`config.mk`:
```
export PLATFORM = sky130hd
export DESIGN_NAME = trap_sequencer
export DESIGN_NICKNAME = d
export VERILOG_FILES = /design/src/rtl/trap_sequencer.sv
export SDC_FILE = /design/constraint.sdc
export NUM_CORES = 1
export LEC_CHECK = 0
export CAP_MARGIN = 10
export CORE_MARGIN = 4
export CORE_UTILIZATION = 39
export DETAILED_ROUTE_END_ITERATION = 10
export PLACE_DENSITY = 0.88
export SYNTH_ARGS = -nofsm -noshare
export SYNTH_HDL_FRONTEND = slang
export SYNTH_SLANG_ARGS = --single-unit
export TNS_END_PERCENT = 50
```
`constraint.sdc`:
```
create_clock -name clk -period 1.7 [get_ports clk]
set_input_delay 0.255 -clock clk [delete_from_list [all_inputs] [get_ports clk]]
set_output_delay 0.255 -clock clk [all_outputs]
set_load 0.05 [all_outputs]
```
`src/rtl/trap_sequencer.sv`:
```
// Supervisor trap entry/return sequencer: flush, vector redirect, handler residency, sret return, double-fault halt.
// Latency: exception sampled at edge N -> flush N+1..N+FLUSH_CYCLES, redirect N+FLUSH_CYCLES+1; sret at M -> redirect M+1.
// Backpressure: none; events outside IDLE/HANDLER are dropped, and HALT freezes everything until reset.
module trap_sequencer #(
    parameter int              PC_W         = 15,
    parameter int              CAUSE_W      = 64,
    parameter int              FLUSH_CYCLES = 3,
    parameter logic [PC_W-1:0] STVEC_RESET  = 'h0100
) (
    input  logic               clk,
    input  logic               rst_n,
    input  logic               exception_in,
    input  logic [PC_W-1:0]    sepc_in,
    input  logic [CAUSE_W-1:0] scause_in,
    input  logic               sret_in,
    input  logic               stvec_wr_en,
    input  logic [PC_W-1:0]    stvec_wr_data,
    output logic               flush_if_id,
    output logic               flush_id_ex,
    output logic               flush_ex_mem,
    output logic               stall_pc,
    output logic               pc_redirect_valid,
    output logic [PC_W-1:0]    pc_redirect_addr,
    output logic [PC_W-1:0]    sepc_q,
    output logic [CAUSE_W-1:0] scause_q,
    output logic [PC_W-1:0]    stvec_q,
    output logic               in_trap,
    output logic               halted
);

    typedef enum logic [2:0] {
        IDLE     = 3'd0,
        FLUSH    = 3'd1,
        REDIRECT = 3'd2,
        HANDLER  = 3'd3,
        RETURN   = 3'd4,
        HALT     = 3'd5
    } state_t;

    localparam logic [PC_W-1:0] WORD_MASK  = {{(PC_W-2){1'b1}}, 2'b00};
    localparam logic [3:0]      FLUSH_INIT = 4'(FLUSH_CYCLES - 1);

    state_t     state;
    state_t     state_nxt;
    logic [3:0] flush_cnt;

    always_ff @(posedge clk) begin
        if (!rst_n) begin
            state     <= IDLE;
            flush_cnt <= '0;
            sepc_q    <= '0;
            scause_q  <= '0;
            stvec_q   <= STVEC_RESET & WORD_MASK;
        end else begin
            state <= state_nxt;
            if (state == IDLE && exception_in) begin
                sepc_q    <= sepc_in;
                scause_q  <= scause_in;
                flush_cnt <= FLUSH_INIT;
            end else if (state == FLUSH && flush_cnt != 4'd0) begin
                flush_cnt <= flush_cnt - 4'd1;
            end
            // A write landing on the edge into REDIRECT is what REDIRECT presents.
            if (stvec_wr_en && state != HALT) begin
                stvec_q <= stvec_wr_data & WORD_MASK;
            end
        end
    end

    always_comb begin
        state_nxt         = state;
        flush_if_id       = 1'b0;
        flush_id_ex       = 1'b0;
        flush_ex_mem      = 1'b0;
        stall_pc          = 1'b0;
        pc_redirect_valid = 1'b0;
        pc_redirect_addr  = '0;
        in_trap           = 1'b0;
        halted            = 1'b0;
        case (state)
            IDLE: begin
                if (exception_in) state_nxt = FLUSH;
            end
            FLUSH: begin
                flush_if_id  = 1'b1;
                flush_id_ex  = 1'b1;
                flush_ex_mem = 1'b1;
                stall_pc     = 1'b1;
                if (flush_cnt == 4'd0) state_nxt = REDIRECT;
            end
            REDIRECT: begin
                pc_redirect_valid = 1'b1;
                pc_redirect_addr  = stvec_q;
                flush_if_id       = 1'b1;
                state_nxt         = HANDLER;
            end
            HANDLER: begin
                in_trap = 1'b1;
                // A fault inside the handler wins over a simultaneous sret.
                if (exception_in)  state_nxt = HALT;
                else if (sret_in)  state_nxt = RETURN;
            end
            RETURN: begin
                pc_redirect_valid = 1'b1;
                pc_redirect_addr  = sepc_q;
                flush_if_id       = 1'b1;
                flush_id_ex       = 1'b1;
                in_trap           = 1'b1;
                state_nxt         = IDLE;
            end
            HALT: begin
                halted       = 1'b1;
                stall_pc     = 1'b1;
                flush_if_id  = 1'b1;
                flush_id_ex  = 1'b1;
                flush_ex_mem = 1'b1;
            end
            default: state_nxt = IDLE;
        endcase
    end

endmodule

```
==> results of run 1 <==
==> flip-flops by register name, indices dropped and copies added (netlist names) <==
name       cells
scause_q      64
sepc_q        15
state          3
flush_cnt      4
stvec_q       13
==> per-layer routing <==
layer  wire length (microns)  share of wire  global-route usage  vias to the layer above
met2                    7690           0.52               0.385                      202
li1                        -              -                   -                     2108
met5                       0              0                   0                        -
met3                    1010          0.069              0.0486                       38
met4                     499          0.034              0.0775                        0
met1                    5490           0.37               0.244                     2140
==> repair_timing <==
item	CTS	global route
pin swaps	5	33
cloned	1	7
endpoints found under the hold margin	0	0
endpoints found under the setup margin	20	94
gates resized for setup	25	120
buffers inserted	5	9
==> cell families after synthesis <==
family / after synthesis
compound gates: 134
xor+xnor: 1
fa+ha+maj: 1
buf+inv: 50
flops: 99
other cells: 1
simple gates: 215
==> worst min-delay path: cells and delay by family <==
kind	cells	cell delay (ns)
AO/OA/AOI/OAI	1	0.05
buffers and inverters	1	0.40
AND/OR/NAND/NOR	1	0.06
==> final timing paths <==
| kind | endpoint | depth (start not counted) | slack, ns |
|---|---|---|---|
| worst min-delay path | scause_q[19] | 3 | 0.44 |
| worst min register to register | scause_q[19] | 2 | 0.46 |
| worst max register to register | scause_q[7] | 9 | -0.12 |
| worst max-delay path | pc_redirect_addr[9] | 7 | -0.13 |
==> synthesized netlist by cell type <==
master,n,share of area
ha_1,1,0.0032
a21oi_1,94,0.12
nand2_1,163,0.16
o32ai_1,1,0.0023
or3_1,1,0.0016
nand3b_1,1,0.0019
buf_1,1,0.00097
nand3_1,16,0.021
a22oi_1,13,0.025
or3b_2,1,0.0023
buf_6,1,0.0029
clkbuf_1,28,0.027
buf_4,3,0.0058
nor3b_1,2,0.0039
or3b_4,1,0.0029
or4_1,1,0.0019
or4b_1,1,0.0026
or4_4,1,0.0029
conb_1,1,0.00097
o41ai_1,1,0.0023
buf_2,11,0.014
a21oi_2,1,0.0023
o21ba_2,1,0.0026
xnor2_1,1,0.0023
o21ai_0,19,0.025
inv_1,6,0.0058
nor2_1,18,0.017
a21o_1,1,0.0019
nor2b_1,4,0.0065
and3b_1,1,0.0023
and3_1,3,0.0048
nor4b_4,1,0.0061
a32o_1,1,0.0026
a31oi_1,1,0.0016
o311a_1,1,0.0026
dfxtp_1,99,0.51
==> cells in the final DEF, fill, tap and decap left out, drive strengths merged, types with 3 or more instances in the layout <==
master | synthesis | routed
and3 | 3 | 3
inv | 6 | 8
a22oi | 13 | 13
clkinvlp | 0 | 3
nor2b | 4 | 4
nand3 | 16 | 16
buf | 16 | 155
a21oi | 95 | 95
nor2 | 18 | 18
clkdlybuf4s50 | 0 | 96
clkbuf | 28 | 15
dfxtp | 99 | 99
nand2 | 163 | 163
o21ai | 19 | 19
==> per-stage QoR <==
step                      instances  instance area [sq um]  hold WS [ns]  setup TNS, ns  total power (uW)
after floorplan                 502                   3920         0.391          -2.73              5260
after global placement          825                   6190         0.442         -20.04              6640
after detailed placement        825                   6190         0.448         -20.57              6750
after CTS                       847                   6520         0.422          -1.83              8390
after global routing            863                   7160         0.423         -12.84              9390
final                           863                   7160         0.439          -4.53              9010
==> layout make-up <==
type	instances	area (sq um)	area share
clock buffer	10	128	0.0178
multi-input combinational	353	2150	0.300
inverter	6	25.0	0.00350
sequential	99	1990	0.278
timing repair buffer	256	2630	0.367
tap	133	166	0.0233
clock inverter	6	72.6	0.0101
==> power breakdown <==
part / switching, uW / internal, uW / total [uW] / leakage (uW)
Combinational: 2770 / 1810 / 4580 / 0.00204
Sequential: 234 / 2650 / 2880 / 0.000813
Clock: 859 / 698 / 1560 / 0.0000910
Total: 3860 / 5150 / 9010 / 0.00295
==> run summary, run 1 <==
1st-iter DRT viols - 247
GRT Util Overall - 0.213
Io pins - 215
R2R Path Start - state[2]
Leak - 0.00295 uW
Post-synthesis compound-gate area fraction - 0.189
RSZ-0062 raised after global routing - yes
Period utilization - 1.07
Vias per cell - 5.20
Overflow left after global routing - 0
Post-synthesis sequential area ratio - 0.512
DIE WIDTH - 108 microns
# diodes - 0
Sink Count - 99
Wirelength per Cell - 17.0 microns
CP Data Required Time - 1.44 ns
Status - complete, but fails checks
Crit-path most repeated cell - buf_6
CTS buffer count - 9
First-pass DRT Iterations - 4
Worst Hold Class - input port to register
Mux cell area share after synthesis - 0
Synthesized flop and latch total - 99
Pwr per Cell Area - 1260 nW/um^2
Layout filler cell count - 672
CP Cell Sequence - buf_6, nor2b_4, buf_6, buf_8, a22oi_2, nor2_2, buf_12
Max Cap Viol - 0
Slowest CP cell - dfxtp_2
Setup WS pre-CTS - -0.282 ns
Post-Synth XOR/XNOR Area - 0.00226
Final critical-path setup slack - -0.126 ns
Setup Skew - 0.0114 ns
Largest net degree at the start of global routing - 48
H-tree depth - 3
Placer Congestion - 0.834
Crit path max fanout - 8
Adder-cell share of the synthesized area - 0.00323
Worst Setup SP - state[2]
VDD IR max - 0.000722 V
Clock Pin Slew Worst Setup and Hold Paths - 0.11 ns
Mapped cell area - 3870 sq um
Post-CTS Hold Buffers - 0
Largest family of logic cells by synthesized area - simple AND/OR/NAND/NOR gates
Worst Setup Start Kind - register
Initial antenna violation count - 0
Tmin final - 1.83 ns
DR DRC count - 0
Synth Area in Simple Gates - 0.236
Full die area - 11600 sq um
Clock Tree Root - clkbuf_8
DRT Wirelength - 14700 microns
CP peak stage delay - 0.35 ns
Port buffer count - 210
CTS tree - done
CP Capture Type - primary output
First-pass GRT wire length - 19900 microns
Clock Latency Late Sink - 0.35 ns
WP buf/inv - 4
Die Ht - 108 microns
Vias post-DR - 4488
Hold path startpoint - scause_in[19]
Mapped Cells - 501
Rows - 36
Starting Density - 0.398
CTS Buffer Depth - 2
Placed wire-length estimate - 9750 microns
Core area - 9730 sq um
Failing checks - setup timing
Final setup fails - 89
Final Hold Vio Count - 0
Fmax - 548 MHz
Ratio of cells with drive above 1 in the final layout - 0.401
Slew Limit Fails - 0
Vias in the first global route - 4092
Yosys warnings - 0
WS Path Type - register to primary output
CP Data Arrival Time - 1.57 ns
Final core occ - 0.736
Nets - 825
Syn Area/Cell - 7.73 sq um
Library cells used by synthesis - 36
Layout area overhead - 84.8%
Crit path max-delay family - buffers and inverters
Post-DRT Antenna Nets - 0
Note: power is estimated with default switching activity, not from simulation.
==> run 2: changes to the inputs <==
--- a/config.mk
+++ b/config.mk
@@ -9,8 +9,9 @@
 export CORE_MARGIN = 4
 export CORE_UTILIZATION = 39
 export DETAILED_ROUTE_END_ITERATION = 10
+export GPL_TIMING_DRIVEN = 0
 export PLACE_DENSITY = 0.88
 export SYNTH_ARGS = -nofsm -noshare
 export SYNTH_HDL_FRONTEND = slang
 export SYNTH_SLANG_ARGS = --single-unit
-export TNS_END_PERCENT = 50
+export TNS_END_PERCENT = 20
==> constraint.sdc (replaced) <==
create_clock -name clk -period 2.09 [get_ports clk]
set_input_delay 0.3135 -clock clk [delete_from_list [all_inputs] [get_ports clk]]
set_output_delay 0.3135 -clock clk [all_outputs]
set_load 0.05 [all_outputs]
==> run summary, run 2 (synthesized netlist as in run 1, its figures left out) <==
Placed Area - 6140 sq um (-0.89%)
Placer Congestion - 0.866 (+3.9%)
Overall Power - 6370 uW (-29%)
First-pass DRT Iterations - 5 (+1)
Fin cells - 858 (-0.58%)
Overflow left after global routing - 0 (unchanged)
Clock Latency Late Sink - 0.36 ns (about the same)
Sw Pwr - 2780 uW (-28%)
Status - finished clean
CP Capture Type - primary output
CP peak stage delay - 0.40 ns (+0.05 ns)
Rows - 36 (unchanged)
WHS - 0.285 ns (-0.154 ns)
Worst Setup Start Kind - register
1st-iter DRT viols - 217 (-12%)
Vias post-DR - 4302 (-4.1%)
Ratio of cells with drive above 1 in the final layout - 0.0924 (-0.309)
Tmin final - 1.99 ns
Sw frac - 0.437 (+0.00820)
Most frequent cells in the layout - clkdlybuf4s50_1 (187), nand2_1 (163), dfxtp_1 (98)
Sequential fraction of design power - 0.366 (+0.046)
Max Cap Viol - 0 (unchanged)
# diodes - 0 (unchanged)
Reg2Reg Depth - 5 (-4)
WS Path Type - register to primary output
Layout filler cell count - 836 (+24%)
Vias per cell - 5.01 (-3.6%)
Internal Power - 3590 uW (-30%)
Placed cell count - 844 (+2.3%)
CTS tree - done
Vias in the first global route - 4144 (+1.3%)
Reg area - 1990 sq um (-0.13%)
Post-DRT Antenna Nets - 0 (unchanged)
Fmax - 503 MHz
Crit path max fanout - 14 (+6)
Port buffer count - 209 (-0.48%)
Largest net degree at the start of global routing - 18 (-63%)
Leak - 0.00237 uW (-20%)
Top flop regs - scause_q: 64 flops, sepc_q: 15 flops, stvec_q: 13 flops
CP Cell Sequence - buf_6, nand3b_1, inv_2, clkdlybuf4s15_2
Final Hold Vio Count - 0 (unchanged)
Starting Density - 0.398 (unchanged)
VDD IR max - 0.000538 V (-25%)
Io pins - 215 (unchanged)
Sink Count - 99 (unchanged)
Core area - 9730 sq um (unchanged)
Setup Skew - 0.0159 ns (+0.00449 ns)
Fin area - 6300 sq um (-12%)
Largest register FFs - 64 (unchanged)
Die Ht - 108 microns (unchanged)
Worst Hold Class - input port to register
First-pass GRT wire length - 20100 microns (+1.1%)
Post-CTS setup buffers - 0 (-5)
Biggest register - scause_q
Stages on worst setup path - 4 (-3)
Post-CTS Hold Buffers - 0 (unchanged)
GRT Util Overall - 0.218 (+0.00513)
Commonest non-fill, non-tap cell in the layout - clkdlybuf4s50_1
CTS buffer count - 9 (unchanged)
Pwr per Cell Area - 1010 nW/um^2 (-20%)
Full die area - 11600 sq um (unchanged)
DRT Wirelength - 13100 microns (-11%)
CP Data Arrival Time - 1.68 ns (+0.11 ns)
Clock Pin Slew Worst Setup and Hold Paths - 0.09 ns (-0.02 ns)
CTS Buffer Depth - 2 (unchanged)
Slowest CP cell - clkdlybuf4s15_2
DR DRC count - 0 (unchanged)
DIE WIDTH - 108 microns (unchanged)
Share of total power in the clock network - 0.176 (+0.003)
Slew Limit Fails - 0 (unchanged)
WP buf/inv - 3 (-1)
Final setup fails - 0 (-100%)
Nets - 820 (-0.61%)
Measured slew at the worst slew-check pin - 0.707 ns
Clock Tree Root - clkbuf_8
Wirelength per Cell - 15.3 microns (-10%)
Worst hold stages - 2 (-1)
Placed wire-length estimate - 10300 microns (+5.5%)
Layout area overhead - 62.6%
Worst rel slew slack - 0.527
Initial antenna violation count - 0 (unchanged)
H-tree depth - 3 (unchanged)
Area of the multi-input gates - 1690 sq um (-21%)
CP Data Required Time - 1.78 ns (+0.34 ns)
Crit path max-delay family - buffers and inverters
Period utilization - 0.952
Gate power share - 0.458 (-0.050)
-- run 2: cell count changes in the layout (fill, tap and decap cells not counted), moves of 23 or more --
| cell | change |
|---|---|
| a21oi_2 | -47 |
| nand2_1 | +34 |
| buf_4 | -103 |
| clkdlybuf4s50_1 | +91 |
| buf_12 | -25 |
| a21oi_1 | +47 |
| clkbuf_1 | +23 |
-- run 2: layout make-up --
| class | instances | area share |
|---|---|---|
| buffer | 42 | 0.0332 |
| timing repair buffer | 209 | 0.325 |
| tap | 133 | 0.0264 |
| inverter | 6 | 0.00358 |
| clock inverter | 6 | 0.00775 |
| clock buffer | 10 | 0.0203 |
| sequential | 99 | 0.315 |
| multi-input combinational | 353 | 0.269 |
-- run 2: layer usage --
layer  global-route usage  vias to the layer above  wire length [microns]
met2                0.381                      177                   6610
met4                0.102                        0                    608
met3               0.0738                       50                   1030
met1                0.237                     1976                   4870
li1                     -                     2099                      -
met5                    0                        -                      0
-- run 2: metrics by stage --
stage	worst slack, ns	setup TNS (ns)	utilization
after floorplan	-0.0557	-0.445	-
after global placement	-0.541	-13.12	0.631
after detailed placement	-0.612	-17.94	0.631
after CTS	0.000256	0	0.649
after global routing	-0.00154	-0.00257	0.647
final	0.101	0	0.647
-- run 2: repair_timing --
| item | CTS | global route |
|---|---|---|
| pin swaps | 0 | 0 |
| endpoints found under the hold margin | 0 | 0 |
| gates resized for setup | 104 | 16 |
| setup endpoints to repair | 22 | 16 |
-- run 2: worst paths after layout --
| path | from | endpoint | slack, ns |
|---|---|---|---|
| worst max-delay path | state[0] | halted | 0.10 |
| worst min-delay path | rst_n | stvec_q[8] | 0.29 |
| worst max register to register | state[2] | scause_q[36] | 0.18 |
| worst min register to register | scause_q[39] | scause_q[39] | 0.46 |
-- run 2: power by group through the flow --
stage | logic (uW) | clock network [uW] | registers, uW
final | 2920 | 1120 | 2330
after global routing | 3110 | 1230 | 2360
after CTS | 2940 | 1150 | 2330
after detailed placement | 2950 | 0 | 2350
after global placement | 2900 | 0 | 2330
after floorplan | 1120 | 0 | 3130
==> run 3: changes to the inputs <==
--- a/config.mk
+++ b/config.mk
@@ -6,11 +6,13 @@
 export NUM_CORES = 1
 export LEC_CHECK = 0
 export CAP_MARGIN = 10
+export CORE_ASPECT_RATIO = 0.9
 export CORE_MARGIN = 4
-export CORE_UTILIZATION = 39
+export CORE_UTILIZATION = 40
+export CTS_BUF_LIST = sky130_fd_sc_hd__clkbuf_2
 export DETAILED_ROUTE_END_ITERATION = 10
 export GPL_TIMING_DRIVEN = 0
-export PLACE_DENSITY = 0.88
+export PLACE_DENSITY = 0.9
 export SYNTH_ARGS = -nofsm -noshare
 export SYNTH_HDL_FRONTEND = slang
 export SYNTH_SLANG_ARGS = --single-unit
==> run summary, run 3 (synthesized netlist as in run 1, its figures left out) <==
Sequential fraction of design power - 0.384 (+0.018)
Period utilization - 1.02 (+0.0712)
Final critical-path setup slack - -0.0483 ns (-0.149 ns)
H-tree depth - 3 (unchanged)
GRT Util Overall - 0.229 (+0.0109)
Slew Limit Fails - 0 (unchanged)
Worst Hold Class - input port to register
# diodes - 0 (unchanged)
Final Hold Vio Count - 0 (unchanged)
R2R Path Start - state[2]
Clock Latency Late Sink - 0.55 ns (+0.19 ns)
Ratio of cells with drive above 1 in the final layout - 0.118 (+0.0254)
DR DRC count - 0 (unchanged)
Port buffer count - 209 (unchanged)
Max Cap Viol - 0 (unchanged)
CP peak stage delay - 0.46 ns (+0.06 ns)
Clock Tree Root - clkbuf_2
Overflow left after global routing - 0 (unchanged)
Tmin final - 2.14 ns (+0.149 ns)
Die Ht - 101 microns (-5.9%)
Leak - 0.00291 uW (+23%)
RSZ-0062 raised after global routing - yes
WHS - 0.0848 ns (-0.201 ns)
WS Path Type - register to primary output
Slowest CP cell - dfxtp_4
Worst Setup Start Kind - register
Worst Setup EP - pc_redirect_addr[5]
Failing checks - setup timing
Placed cell count - 833 (-1.3%)
Vias post-DR - 4349 (+1.1%)
R2r endpoint - flush_cnt[2]
Placed wire-length estimate - 10500 microns (+2.2%)
Commonest non-fill, non-tap cell in the layout - nand2_1
Layout area overhead - 62.8% (about the same)
CTS Buffer Depth - 2 (unchanged)
Placer Congestion - 0.908 (+4.9%)
Crit path max-delay family - flip-flops
Wirelength per Cell - 16.1 microns (+5.2%)
CP Data Required Time - 1.78 ns (about the same)
Worst Setup SP - state[1]
Reg2Reg Depth - 6 (+1)
Gate power share - 0.482 (+0.024)
Sink Count - 99 (unchanged)
Vias per cell - 5.10 (+1.8%)
Final setup fails - 10 (+10)
CTS buffer count - 9 (unchanged)
Sw frac - 0.463 (+0.0266)
Reg2reg setup slack - 0.16 ns (-0.02 ns)
Internal Power - 3270 uW (-8.9%)
Post-DRT Antenna Nets - 0 (unchanged)
Vias in the first global route - 4339 (+4.7%)
Nets - 825 (+0.61%)
CTS tree - done
VDD IR max - 0.000540 V (+0.21%)
WP buf/inv - 2 (-1)
Clock Pin Slew Worst Setup and Hold Paths - 0.26 ns (+0.17 ns)
Most frequent cells in the layout - nand2_1 (163), dfxtp_1 (96), clkdlybuf4s50_1 (95)
Initial antenna violation count - 0 (unchanged)
Largest net degree at the start of global routing - 18 (unchanged)
Stages on worst setup path - 5 (+1)
Top flop regs - scause_q: 64 flops, sepc_q: 15 flops, stvec_q: 13 flops
Pwr per Cell Area - 966 nW/um^2 (-4.5%)
Status - complete, but fails checks
Io pins - 215 (unchanged)
Largest register FFs - 64 (unchanged)
CP Data Arrival Time - 1.82 ns (+0.14 ns)
Core area - 9290 sq um (-4.5%)
DRT Wirelength - 13700 microns (+4.4%)
1st-iter DRT viols - 180 (-17%)
CP Capture Type - primary output
Rows - 33 (-8.3%)
Fin cells - 852 (-0.70%)
CP Cell Sequence - nor2b_4, buf_4, a22oi_1, nor2_1, buf_6
First-pass DRT Iterations - 5 (unchanged)
Measured slew at the worst slew-check pin - 0.674 ns (-0.0328 ns)
Fmax - 468 MHz (-7.0%)
Full die area - 11300 sq um (-2.3%)
Sw Pwr - 2820 uW (+1.5%)
DIE WIDTH - 112 microns (+3.8%)
Share of total power in the clock network - 0.134 (-0.042)
Setup Skew - 0.0153 ns (-0.000576 ns)
Worst rel slew slack - 0.549 (+0.0219)
Biggest register - scause_q
Starting Density - 0.417 (+0.0188)
First-pass GRT wire length - 20900 microns (+3.9%)
Crit path max fanout - 7 (-7)
Post-CTS Hold Buffers - 0 (unchanged)
run 3: how the worst min path moves through the flow:
| stage | start | cells after the start | slack [ns] | endpoint |
|---|---|---|---|---|
| 2_1_floorplan | scause_in[0] | 2 | 0.45 | scause_q[0] |
| 3_3_place_gp | scause_q[10] | 2 | 0.44 | scause_q[10] |
| 3_5_place_dp | scause_q[46] | 2 | 0.45 | scause_q[46] |
| 4_1_cts | rst_n | 2 | 0.06 | stvec_q[8] |
| 5_1_grt | rst_n | 2 | 0.05 | stvec_q[8] |
| 6_report | rst_n | 2 | 0.08 | stvec_q[8] |
run 3: worst register-to-register path: cells and delay by family (launching register included):
family	cells	cell delay (ns)
DFF	1	0.43
and+or+nand+nor	2	0.67
buffers and inverters	3	0.72
AOI/OAI and AO/OA	1	0.05
run 3: through the flow:
| step | instance area, sq um | setup slack [ns] | utilization | setup TNS, ns | total power [uW] |
|---|---|---|---|---|---|
| after floorplan | 3880 | -0.0557 | - | -0.445 | 4250 |
| after global placement | 6120 | -0.531 | 0.659 | -11.20 | 5220 |
| after detailed placement | 6120 | -0.566 | 0.659 | -17.86 | 5310 |
| after CTS | 6160 | -0.105 | 0.664 | -0.590 | 6020 |
| after global routing | 6300 | -0.165 | 0.679 | -1.66 | 6400 |
| final | 6300 | -0.0483 | 0.679 | -0.209 | 6090 |
run 3: power by group through the flow:
stage	logic (uW)	clock network, uW	registers, uW
after floorplan	1120	0	3130
after global placement	2880	0	2340
after detailed placement	2960	0	2350
after CTS	2840	848	2330
after global routing	3120	914	2370
final	2930	818	2340
run 3: area by class of cell:
class / instances / area (sq um)
buffer: 41 / 219
clock buffer: 9 / 45.0
clock inverter: 7 / 52.6
fill: 768 / 2990
inverter: 6 / 25.0
multi-input combinational: 353 / 1750
sequential: 99 / 1990
tap: 122 / 153
timing repair buffer: 215 / 2070
run 3: metal layers:
| layer | share of wire | vias up | routed length [microns] | global-route usage |
|---|---|---|---|---|
| li1 | - | 2117 | - | - |
| met1 | 0.37 | 2006 | 5130 | 0.249 |
| met2 | 0.50 | 187 | 6840 | 0.411 |
| met3 | 0.088 | 39 | 1200 | 0.0812 |
| met4 | 0.039 | 0 | 530 | 0.0954 |
| met5 | 0 | - | 0 | 0 |
run 3: repair_timing:
| item | 4_1_cts | 5_1_grt |
|---|---|---|
| resized for setup | 241 | 46 |
| cloned | 1 | 1 |
| setup endpoints to repair | 103 | 62 |
| setup buffers | 2 | 2 |
| pin swaps | 2 | 13 |
